==> config.mk <==
export PLATFORM = sky130hd
export DESIGN_NAME = buzz_arbiter
export DESIGN_NICKNAME = d
export VERILOG_FILES = /design/src/rtl/buzz_arbiter_pkg.sv /design/src/rtl/buzz_arbiter_key_debounce.sv /design/src/rtl/buzz_arbiter.sv
export SDC_FILE = /design/constraint.sdc
export NUM_CORES = 1
export LEC_CHECK = 0
export CAP_MARGIN = 0
export CORE_UTILIZATION = 49
export DETAILED_ROUTE_END_ITERATION = 12
export GPL_TIMING_DRIVEN = 0
export PLACE_DENSITY = 0.74
export SLEW_MARGIN = 20
export SYNTH_ARGS = -nofsm -noshare
export SYNTH_HDL_FRONTEND = slang
export SYNTH_SLANG_ARGS = --single-unit
==> constraint.sdc <==
create_clock -name clk_count -period 1.4 [get_ports clk_count]
set_input_delay 0.42 -clock clk_count [delete_from_list [all_inputs] [get_ports clk_count]]
set_output_delay 0.42 -clock clk_count [all_outputs]
set_load 0.01 [all_outputs]
==> src/rtl/buzz_arbiter_pkg.sv <==
// rtl/buzz_arbiter_pkg.sv - shared types and constants for the buzzer arbiter
package buzz_arbiter_pkg;

  localparam int NUM_PLAYERS = 4;
  localparam int DEB_CYC_DEF = 3;
  // count from the countdown stage is stale for this many ARMED cycles
  localparam int ARM_BLANK   = 2;

  typedef enum logic [1:0] {
    ST_IDLE    = 2'd0,
    ST_ARMED   = 2'd1,
    ST_LOCKED  = 2'd2,
    ST_TIMEOUT = 2'd3
  } state_t;

  function automatic logic [1:0] prio_idx(input logic [NUM_PLAYERS-1:0] ev);
    logic [1:0] idx;
    idx = 2'd0;
    for (int i = NUM_PLAYERS - 1; i >= 0; i--) begin
      if (ev[i]) idx = 2'(i);
    end
    return idx;
  endfunction

endpackage

==> src/rtl/buzz_arbiter_key_debounce.sv <==
// rtl/buzz_arbiter_key_debounce.sv - per-key synchronizer, debouncer and press-pulse generator
module key_debounce
  import buzz_arbiter_pkg::*;
#(
  parameter int DEB_CYC = DEB_CYC_DEF
) (
  input  logic clk_count,
  input  logic rst_n,
  input  logic key_n,
  output logic press
);

  localparam logic [3:0] DEB_LAST = 4'(DEB_CYC - 1);

  logic       sync1;
  logic       sync2;
  logic       level;
  logic [3:0] cnt;

  // presets of 1 mean "released", so no press can follow reset release
  always_ff @(posedge clk_count or negedge rst_n) begin
    if (!rst_n) begin
      sync1 <= 1'b1;
      sync2 <= 1'b1;
      level <= 1'b1;
      cnt   <= 4'd0;
      press <= 1'b0;
    end else begin
      sync1 <= key_n;
      sync2 <= sync1;
      press <= 1'b0;
      if (sync2 == level) begin
        cnt <= 4'd0;
      end else if (cnt == DEB_LAST) begin
        level <= sync2;
        cnt   <= 4'd0;
        press <= level;
      end else begin
        cnt <= cnt + 4'd1;
      end
    end
  end

endmodule

==> src/rtl/buzz_arbiter.sv <==
// rtl/buzz_arbiter.sv - 4-player buzzer arbiter; FOUL_DETECT_EN enables early-press fouls
module buzz_arbiter
  import buzz_arbiter_pkg::*;
#(
  parameter int DEB_CYC = DEB_CYC_DEF
) (
  input  logic                   clk_count,
  input  logic                   rst_n,
  input  logic                   start,
  input  logic                   clr,
  input  logic [NUM_PLAYERS-1:0] key_n,
  input  logic                   count,
  output logic                   zd,
  output logic [NUM_PLAYERS-1:0] winner,
  output logic [1:0]             winner_id,
  output logic                   valid,
  output logic                   timeout,
  output logic [NUM_PLAYERS-1:0] foul
);

  state_t                 state, state_d;
  logic [NUM_PLAYERS-1:0] press;
  logic [NUM_PLAYERS-1:0] elig;
  logic [NUM_PLAYERS-1:0] winner_d;
  logic [1:0]             winner_id_d;
  logic                   valid_d;
  logic                   timeout_d;
  logic [1:0]             arm_cnt;
  logic                   count_ok;

  for (genvar g = 0; g < NUM_PLAYERS; g++) begin : g_key
    key_debounce #(.DEB_CYC(DEB_CYC)) u_deb (
      .clk_count (clk_count),
      .rst_n     (rst_n),
      .key_n     (key_n[g]),
      .press     (press[g])
    );
  end

`ifdef FOUL_DETECT_EN
  logic [NUM_PLAYERS-1:0] foul_q;

  always_ff @(posedge clk_count or negedge rst_n) begin
    if (!rst_n)                foul_q <= '0;
    else if (clr)              foul_q <= '0;
    else if (state == ST_IDLE) foul_q <= foul_q | press;
  end

  assign foul = foul_q;
  assign elig = press & ~foul_q;
`else
  assign foul = '0;
  assign elig = press;
`endif

  assign count_ok = (arm_cnt == 2'(ARM_BLANK));

  always_comb begin
    state_d     = state;
    winner_d    = winner;
    winner_id_d = winner_id;
    valid_d     = valid;
    timeout_d   = timeout;
    if (clr) begin
      state_d     = ST_IDLE;
      winner_d    = '0;
      winner_id_d = 2'd0;
      valid_d     = 1'b0;
      timeout_d   = 1'b0;
    end else begin
      case (state)
        ST_IDLE: begin
          if (start) state_d = ST_ARMED;
        end
        ST_ARMED: begin
          // a press on the same edge as a qualified expiry still wins
          if (|elig) begin
            state_d              = ST_LOCKED;
            winner_id_d          = prio_idx(elig);
            winner_d             = '0;
            winner_d[winner_id_d] = 1'b1;
            valid_d              = 1'b1;
          end else if (count && count_ok) begin
            state_d   = ST_TIMEOUT;
            timeout_d = 1'b1;
          end
        end
        default: ;
      endcase
    end
  end

  always_ff @(posedge clk_count or negedge rst_n) begin
    if (!rst_n) begin
      state     <= ST_IDLE;
      zd        <= 1'b1;
      winner    <= '0;
      winner_id <= 2'd0;
      valid     <= 1'b0;
      timeout   <= 1'b0;
      arm_cnt   <= 2'd0;
    end else begin
      state     <= state_d;
      zd        <= (state_d != ST_ARMED);
      winner    <= winner_d;
      winner_id <= winner_id_d;
      valid     <= valid_d;
      timeout   <= timeout_d;
      if (state != ST_ARMED)  arm_cnt <= 2'd0;
      else if (!count_ok)     arm_cnt <= arm_cnt + 2'd1;
    end
  end

endmodule

==> out/qor.txt, run 1 <==
Multi-input logic area -> 712 um2
FF+latch area -> 1140 um2
Die Wd -> 64.0 um
CP Max Fanout -> 6
Crit. End Element -> register
Fraction of registers with async set/reset -> 1.00
Worst path arrival time -> 1.56 ns
PnR Total Power -> 3.39 mW
Detailed Place HPWL -> 2080 um
Leakage power -> 1.06 nW
DR iter-0 viols -> 51
WP data required -> 1.59 ns
Setup slack, reg-to-reg -> 0.03 ns
Max Transition Viols Final -> 0
Layout cells sized above 1 -> 0.242
Count of final setup violators -> 0
Area Growth Syn to Fin -> 21.7%
WL per Instance -> 12.2 um
Status -> completed
Worst VDD drop -> 0.00136 V
DR WL met2 -> 1510 um
Routed Antenna Nets -> 0
Largest cells by area after synthesis -> dfrtp_1 43%, dfstp_2 18%, ha_1 6.0%
Vias -> 1213
Area share of the largest cell type after synthesis -> 0.425
Clk Latency, worst-skew pair -> 0.29 ns
Largest net degree at the start of global routing -> 31
Met3 routed WL -> 139 um
Synthesized area per cell -> 12.1 um2
Count leader, synth -> dfrtp_1
Fillcell total -> 289
GRT Residual Overflow -> 0
Fmax achieved -> 731 MHz
Hold Vio Cnt, Final -> 0
Overall routing resource usage -> 0.174
TNS Setup -> 0 ns
Global-route wire length before repair -> 5230 um
Placement Rows -> 22
Post-synth top cells -> 32 x dfrtp_1, 23 x nor2_1, 13 x dfstp_2
Routability Congestion -> 0.730
Fin crit share -> 0.978
Die footprint -> 4090 um2
Count of cell types in the netlist -> 28
# H-tree levels -> 2
PwrDens -> 1480 nW/um2
Synth Warn # -> 0
Detailed-route DRC error count -> 0
Worst Skew -> 0.00454 ns
Mapped Cells -> 156
Number of placed I/O pins -> 22
Cts bufs inserted -> 5
Drt via density -> 5.01
WS Path Type -> reg -> reg
Input/output buffers -> 17
CP Launch Type -> register
Synthesized area -> 1880 um2
Unrepaired setup endpoints after global routing -> yes
Clk buf depth -> 2
Seq/Total Area, Yosys -> 0.607
Number of max-capacitance violations reported -> 0
Initial antenna violation count -> 0
Yosys top cell by area -> dfrtp_1
Clk pin slew, worst setup/hold paths -> 0.08 ns
Post-synth EDFFs -> 0
CTS root buffer -> clkbuf_8
Register bit total from synthesis -> 45
Post-Route WL -> 2950 um
Drt first pass iters -> 4
Fin crit period -> 1.37 ns
Final setup margin -> 0.0313 ns
Number of antenna diodes -> 0
Setup slack at placement -> -0.305 ns
CORE AREA -> 3660 um2
CTS tree -> done
Ys flop type -> dfrtp_1
Initial Utilization -> 0.514
Met1 WL -> 1240 um
Chip height -> 64.0 um
Sink Count -> 45
DR top layer -> met4
Final net count -> 211
Worst hold-check path type -> in -> async
Vias in the first global route -> 1256
timing repair:
item | 4_1_cts | 5_1_grt
buffers inserted | 4 | 5
hold buffers | 0 | 0
endpoints found under the setup margin | 28 | 13
resized for setup | 19 | 9
pin swaps | 1 | 2
cell families (layout without fill, tap and decap cells):
group	Yosys count	after routing	share of synthesized area
AO/OA/AOI/OAI	15	15	0.0478
XOR/XNOR	13	13	0.0605
multiplexers	6	6	0.0346
other	1	4	0.00199
AND/OR/NAND/NOR	57	57	0.161
flip-flops	45	45	0.607
adder cells (fa/ha/maj)	9	9	0.0598
buffers and inverters	10	45	0.0279
routing by layer:
metal,up-vias,global-route usage
met1,605,0.194
met4,0,0.0767
met5,-,0
met3,5,0.0607
met2,22,0.298
li1,581,-
stage by stage:
step / util / cell area, um2 / cells / hold WS (ns)
3_5_place_dp: 0.584 / 2140 / 225 / 0.351
5_1_grt: 0.626 / 2290 / 242 / 0.0526
4_1_cts: 0.614 / 2250 / 237 / 0.0398
6_report: 0.626 / 2290 / 242 / 0.0354
3_3_place_gp: 0.580 / 2120 / 224 / 0.345
2_1_floorplan: - / 1890 / 159 / 0.124
area by class of cell:
class | instances | area share
Sequential cell | 45 | 0.499
Tap cell | 48 | 0.0262
Multi-Input combinational cell | 104 | 0.311
Buffer | 5 | 0.0153
Timing Repair Buffer | 27 | 0.106
Inverter | 5 | 0.00819
Clock buffer | 8 | 0.0350
worst max-delay path, stage by stage, from the launching register on:
cell and delay, ns:
dfrtp_1 0.42, nor4_4 0.39, buf_4 0.18, nor2_2 0.07
o21ba_2 0.20
sequential cells by signal, summed over array words and instances (netlist names):
signal	cells
g_key.u_deb.sync2	4
g_key.u_deb.level	4
g_key.u_deb.cnt	16
timeout	1
zd	1
state	2
winner_id	2
g_key.u_deb.press	4
arm_cnt	2
winner	4
g_key.u_deb.sync1	4
valid	1
power by group:
part,total (mW),switching (mW),internal (mW)
Clock,0.741,0.386,0.354
Combinational,0.899,0.423,0.477
Sequential,1.75,0.172,1.58
final timing paths:
check	startpoint	end	depth (start not counted)
min in group clk_count	g_key[3].u_deb.sync1$_DFF_PN1_	g_key[3].u_deb.sync2$_DFF_PN1_	0
max in group asynchronous	rst_n	g_key[2].u_deb.sync1$_DFF_PN1_	2
worst max-delay path	g_key[3].u_deb.press$_DFF_PN0_	valid$_DFFE_PN0P_	4
worst min register to register	g_key[3].u_deb.sync1$_DFF_PN1_	g_key[3].u_deb.sync2$_DFF_PN1_	0
worst max register to register	g_key[3].u_deb.press$_DFF_PN0_	valid$_DFFE_PN0P_	4
worst min-delay path	rst_n	g_key[0].u_deb.cnt[2]$_DFF_PN0_	1
layout by cell type (no fill, tap or decap), types with 2 or more instances in the layout:
cell type	netlist	final
conb_1	1	4
xor2_1	9	9
mux2i_1	2	2
a21oi_1	4	4
nand3_1	6	6
nor2_1	23	22
ha_1	9	9
inv_1	5	5
nor2b_1	3	3
nand2_1	7	7
clkbuf_1	1	3
o21ai_0	6	6
or3b_4	0	4
dfstp_2	13	13
nand2b_1	7	7
mux2_2	4	4
buf_2	0	2
clkbuf_2	0	2
clkdlybuf4s50_1	0	7
dfrtp_1	32	32
nor3b_1	4	4
xnor2_1	4	4
clkbuf_8	0	5
buf_4	4	13
clkdlybuf4s15_1	0	7
(Power assumes the default switching activity.)
==> run 2: changes to the inputs <==
--- a/config.mk
+++ b/config.mk
@@ -6,6 +6,7 @@
 export NUM_CORES = 1
 export LEC_CHECK = 0
 export CAP_MARGIN = 0
+export CORE_MARGIN = 3
 export CORE_UTILIZATION = 49
 export DETAILED_ROUTE_END_ITERATION = 12
 export GPL_TIMING_DRIVEN = 0
==> run 2 against run 1 <==
Sequential share of layout area is essentially flat; routed wire length shrank 4.6%; setup slack gained 0.023 ns; worst hold slack gained 0.017 ns; global-route usage shrank 2.7 points; register-to-register slack gained 0.02 ns; critical path depth shrank 1; die area grew 13%; design area is essentially flat; core utilization grew 2.5 points; sequential power is essentially flat; combinational power shrank 3.2%.
==> out/qor.txt, run 2 (synthesis results as in run 1) <==
Routed Antenna Nets -> 0 (unchanged)
CTS tree -> done (unchanged)
Routability Congestion -> 0.810 (was 0.730)
Initial antenna violation count -> 0 (unchanged)
Multi-input logic area -> 714 um2 (was 712 um2)
WL per Instance -> 11.8 um (was 12.2 um)
Fillcell total -> 293 (was 289)
Worst path arrival time -> 1.57 ns (was 1.56 ns)
Die footprint -> 4620 um2 (was 4090 um2)
Count of final setup violators -> 0 (unchanged)
Clk buf depth -> 2 (unchanged)
Detailed Place HPWL -> 2020 um (was 2080 um)
Vias -> 1181 (was 1213)
Sink Count -> 45 (unchanged)
Drt first pass iters -> 4 (unchanged)
Most frequent cells in the layout -> 31 x dfrtp_1, 22 x nor2_1, 13 x dfstp_2, 11 x buf_4 (was 32 x dfrtp_1, 22 x nor2_1, 13 x buf_4, 13 x dfstp_2)
Post-Route WL -> 2820 um (was 2950 um)
TNS Setup -> 0 ns (unchanged)
Drt via density -> 4.96 (was 5.01)
Unrepaired setup endpoints after global routing -> yes (unchanged)
WP data required -> 1.62 ns (was 1.59 ns)
Max Transition Viols Final -> 0 (unchanged)
Commonest non-fill, non-tap cell in the layout -> dfrtp_1 (unchanged)
CTS root buffer -> clkbuf_8 (unchanged)
Setup slack at placement -> -0.262 ns (was -0.305 ns)
WS Path Type -> reg -> reg (unchanged)
Die Wd -> 68.0 um (was 64.0 um)
GRT Residual Overflow -> 0 (unchanged)
CP Launch Type -> register (unchanged)
Overall routing resource usage -> 0.147 (was 0.174)
# H-tree levels -> 2 (unchanged)
Vias in the first global route -> 1160 (was 1256)
Number of antenna diodes -> 0 (unchanged)
Global-route wire length before repair -> 4930 um (was 5230 um)
Fin crit period -> 1.35 ns (was 1.37 ns)
FF+latch area -> 1140 um2 (about the same)
DR iter-0 viols -> 71 (was 51)
Top reg by flops -> g_key.u_deb.cnt (unchanged)
Area Growth Syn to Fin -> 21.7% (about the same)
Worst VDD drop -> 0.000833 V (was 0.00136 V)
Placement Rows -> 21 (was 22)
CP Max Fanout -> 6 (unchanged)
Setup slack, reg-to-reg -> 0.05 ns (was 0.03 ns)
Leakage power -> 1.06 nW (about the same)
Status -> completed (unchanged)
Reg2Reg Depth -> 3 (was 4)
Number of max-capacitance violations reported -> 0 (unchanged)
Final setup margin -> 0.0541 ns (was 0.0313 ns)
Hold Vio Cnt, Final -> 0 (unchanged)
Chip height -> 68.0 um (was 64.0 um)
Clk pin slew, worst setup/hold paths -> 0.08 ns (about the same)
CORE AREA -> 3520 um2 (was 3660 um2)
Input/output buffers -> 17 (unchanged)
Crit. End Element -> register (unchanged)
PwrDens -> 1470 nW/um2 (was 1480 nW/um2)
Number of placed I/O pins -> 22 (unchanged)
CTS hold repair buffers -> 0 (unchanged)
Cts bufs inserted -> 5 (unchanged)
Fin crit share -> 0.961 (was 0.978)
Detailed-route DRC error count -> 0 (unchanged)
Clk Latency, worst-skew pair -> 0.29 ns (about the same)
Worst hold slack -> 0.0528 ns (was 0.0354 ns)
Capture point of the worst reg-to-reg path -> zd$_DFF_PN1_ (was valid$_DFFE_PN0P_)
Fin util -> 0.651 (was 0.626)
Largest register FFs -> 16 (unchanged)
Initial Utilization -> 0.535 (was 0.514)
Final net count -> 209 (was 211)
Worst r2r src -> g_key[1].u_deb.press$_DFF_PN0_ (was g_key[3].u_deb.press$_DFF_PN0_)
Layout cells sized above 1 -> 0.245 (was 0.242)
Fmax achieved -> 743 MHz (was 731 MHz)
Largest net degree at the start of global routing -> 28 (was 31)
Worst Skew -> 0.00944 ns (was 0.00454 ns)
Worst hold-check path type -> in -> async (unchanged)
## run 2: through the flow
step	instance area (um2)	total power, mW	std cells
global placement	2120	2.46	222
global route	2290	3.65	238
floorplan	1890	2.32	159
detailed placement	2140	2.54	223
CTS	2240	3.39	235
finish	2290	3.38	238
## run 2: power breakdown
part	switching [mW]	internal [mW]	leakage (nW)	total [mW]
clock	0.400	0.353	0.0385	0.753
combinational	0.415	0.454	0.447	0.870
sequential	0.173	1.58	0.571	1.76
total	0.988	2.39	1.06	3.38
## run 2: worst max path at each step
stage	startpoint	endpoint	slack (ns)	cells after the start
3_5_place_dp	clr	winner_id[0]$_DFFE_PN0P_	-0.26	5
2_1_floorplan	g_key[0].u_deb.cnt[0]$_DFF_PN0_	g_key[0].u_deb.level$_DFFE_PN1P_	0.02	4
6_report	g_key[1].u_deb.press$_DFF_PN0_	zd$_DFF_PN1_	0.05	3
5_1_grt	g_key[3].u_deb.press$_DFF_PN0_	zd$_DFF_PN1_	-0.002	3
3_3_place_gp	rst_n	g_key[3].u_deb.cnt[0]$_DFF_PN0_	-1.15	1
4_1_cts	winner[3]$_DFFE_PN0P_	winner[3]	0.002	1
## run 2: layout make-up
class                           count  area share
Timing Repair Buffer               25       0.104
Inverter                            5     0.00819
Tap cell                           46      0.0251
Buffer                              5      0.0153
Sequential cell                    45       0.499
Clock inverter                      1     0.00328
Clock buffer                        7      0.0333
Multi-Input combinational cell    104       0.312
## run 2: repair_timing
action,4_1_cts,5_1_grt
hold endpoints to repair,0,0
setup buffers,4,3
resized for setup,16,14
pin swaps,0,2
endpoints found under the setup margin,22,23
## run 2: per-layer routing
layer  track usage  share of wire  up-vias
li1              -              -      578
met1         0.178           0.43      573
met2         0.226           0.49       26
met3        0.0591          0.062        4
met4        0.0744          0.013        0
met5             0              0        -
## run 2: worst max-delay path, cell delays in order, from the launching register on
cell and delay [ns]:
dfrtp_2 0.44, nor4_4 0.40, a31oi_1 0.12, or3_1 0.31
==> run 3: changes to the inputs <==
--- a/config.mk
+++ b/config.mk
@@ -7,10 +7,11 @@
 export LEC_CHECK = 0
 export CAP_MARGIN = 0
 export CORE_MARGIN = 3
-export CORE_UTILIZATION = 49
+export CORE_UTILIZATION = 52
+export CTS_BUF_LIST = sky130_fd_sc_hd__clkbuf_8
 export DETAILED_ROUTE_END_ITERATION = 12
 export GPL_TIMING_DRIVEN = 0
-export PLACE_DENSITY = 0.74
+export PLACE_DENSITY = 0.78
 export SLEW_MARGIN = 20
 export SYNTH_ARGS = -nofsm -noshare
 export SYNTH_HDL_FRONTEND = slang
==> run 3 against run 2 <==
Sequential power about the same; worst hold slack got worse by 0.012 ns; cell count unchanged; first-iteration DRC count decreased by 5.6%; combinational power increased by 3.4%; routed wire length increased by 9.1%.
==> out/qor.txt, run 3 (synthesis results as in run 1) <==
Count of final setup violators -> 0 (unchanged)
Overall routing resource usage -> 0.163 (was 0.147)
Fmax achieved -> 728 MHz (was 743 MHz)
CTS tree -> done (unchanged)
CP Max Fanout -> 2 (was 6)
Drt via density -> 5.05 (was 4.96)
Clk pin slew, worst setup/hold paths -> 0.08 ns (about the same)
GRT Residual Overflow -> 0 (unchanged)
Crit path cell chain -> dlygate4sd2_1 (was nor4_4, a31oi_1, or3_1)
Detailed Place HPWL -> 2110 um (was 2020 um)
Routability Congestion -> 0.775 (was 0.810)
Reg2Reg Depth -> 3 (unchanged)
Worst VDD drop -> 0.00104 V (was 0.000833 V)
Layout cells sized above 1 -> 0.250 (was 0.245)
Global-route wire length before repair -> 5330 um (was 4930 um)
Levels on crit path -> 1 (was 3)
Worst Skew -> 0.00403 ns (was 0.00944 ns)
Worst path max stage delay -> 0.38 ns (was 0.44 ns)
Post-route cell area -> 2300 um2 (was 2290 um2)
CP bufs+invs -> 1 (was 0)
PwrDens -> 1530 nW/um2 (was 1470 nW/um2)
WL per Instance -> 12.9 um (was 11.8 um)
Fin crit period -> 1.37 ns (was 1.35 ns)
Vias -> 1202 (was 1181)
WP data required -> 0.98 ns (was 1.62 ns)
Max Transition Viols Final -> 0 (unchanged)
Initial antenna violation count -> 0 (unchanged)
Input/output buffers -> 17 (unchanged)
Commonest non-fill, non-tap cell in the layout -> dfrtp_1 (unchanged)
Drt first pass iters -> 4 (unchanged)
Crit. End Element -> output port (was register)
Number of placed I/O pins -> 22 (unchanged)
Initial Utilization -> 0.551 (was 0.535)
Number of max-capacitance violations reported -> 0 (unchanged)
Detailed-route DRC error count -> 0 (unchanged)
Largest register FFs -> 16 (unchanged)
Post-Route WL -> 3080 um (was 2820 um)
Routed Antenna Nets -> 0 (unchanged)
Clk Latency, worst-skew pair -> 0.29 ns (about the same)
CTS root buffer -> clkbuf_8 (unchanged)
Most frequent cells in the layout -> 31 x dfrtp_1, 22 x nor2_1, 13 x dfstp_2, 11 x buf_4 (unchanged)
Leakage power -> 1.07 nW (was 1.06 nW)
Status -> completed (unchanged)
Number of antenna diodes -> 0 (unchanged)
Chip height -> 66.2 um (was 68.0 um)
Die footprint -> 4380 um2 (was 4620 um2)
Die Wd -> 66.2 um (was 68.0 um)
Area Growth Syn to Fin -> 22.1% (was 21.7%)
Placement Rows -> 21 (unchanged)
TNS Setup -> 0 ns (unchanged)
Setup slack at placement -> -0.273 ns (was -0.262 ns)
CTS hold repair buffers -> 0 (unchanged)
CP top delay family -> flip-flops (was simple AND/OR/NAND/NOR gates)
Worst hold-check path type -> in -> async (unchanged)
WS Path Type -> reg -> out (was reg -> reg)
Final setup margin -> 0.0260 ns (was 0.0541 ns)
CP Launch Type -> register (unchanged)
Sink Count -> 45 (unchanged)
Vias in the first global route -> 1234 (was 1160)
Hold Vio Cnt, Final -> 0 (unchanged)
Fin crit share -> 0.981 (was 0.961)
Unrepaired setup endpoints after global routing -> yes (unchanged)
Clk buf depth -> 2 (unchanged)
Top reg by flops -> g_key.u_deb.cnt (unchanged)
Final net count -> 209 (unchanged)
Worst hold slack -> 0.0412 ns (was 0.0528 ns)
Cts bufs inserted -> 5 (unchanged)
DP Area -> 2140 um2 (unchanged)
Largest net degree at the start of global routing -> 30 (was 28)
# H-tree levels -> 2 (unchanged)
DR iter-0 viols -> 67 (was 71)
Worst path arrival time -> 0.95 ns (was 1.57 ns)
Worst path slowest cell -> dfrtp_1 (was dfrtp_2)
CORE AREA -> 3420 um2 (was 3520 um2)
[run 3: cell count changes in the layout (fill, tap and decap cells not counted), moves of 2 or more]
cell / change
clkbuf_1: -2
clkbuf_8: +2
clkdlybuf4s15_1: -2
dlygate4sd2_1: +2
[run 3: area by class of cell]
class / instances / area (um2)
Inverter: 5 / 18.8
Multi-Input combinational cell: 104 / 712
Buffer: 5 / 35.0
Tap cell: 46 / 57.6
Fill cell: 251 / 1120
Sequential cell: 45 / 1140
Timing Repair Buffer: 25 / 230
Clock buffer: 7 / 96.3
Clock inverter: 1 / 5.00
[run 3: report_power, final]
part | leakage [nW] | internal (mW) | switching [mW]
Sequential | 0.571 | 1.58 | 0.176
Clock | 0.0542 | 0.446 | 0.414
Combinational | 0.449 | 0.464 | 0.436
[run 3: worst paths after layout]
check	start	end	slack, ns
hold / removal	rst_n	arm_cnt[0]$_DFFE_PN0P_	0.04
setup / recovery	winner_id[1]$_DFFE_PN0P_	winner_id[1]	0.03
min in group clk_count	g_key[2].u_deb.sync1$_DFF_PN1_	g_key[2].u_deb.sync2$_DFF_PN1_	0.36
setup reg to reg	g_key[0].u_deb.press$_DFF_PN0_	zd$_DFF_PN1_	0.06
max in group asynchronous	rst_n	g_key[0].u_deb.sync2$_DFF_PN1_	0.81
hold reg to reg	g_key[2].u_deb.sync1$_DFF_PN1_	g_key[2].u_deb.sync2$_DFF_PN1_	0.36
[run 3: timing repair]
item	CTS	global route
cloned	0	0
endpoints found under the hold margin	0	0
buffers inserted	4	3
resized for setup	16	10
setup endpoints to repair	30	18
pin swaps	1	2
[run 3: layer usage]
layer  global-route usage  part of all wire  up-vias
met5                    0                 0        -
met2                0.285              0.52       31
met1                0.179              0.41      585
met4               0.0787             0.024        0
met3               0.0476             0.048        9
li1                     -                 -      577
[run 3: metrics by stage]
step / total power [mW] / std cells / utilization
2_1_floorplan: 2.32 / 159 / -
3_3_place_gp: 2.47 / 222 / 0.621
3_5_place_dp: 2.55 / 223 / 0.626
4_1_cts: 3.50 / 235 / 0.662
5_1_grt: 3.75 / 238 / 0.673
6_report: 3.52 / 238 / 0.673
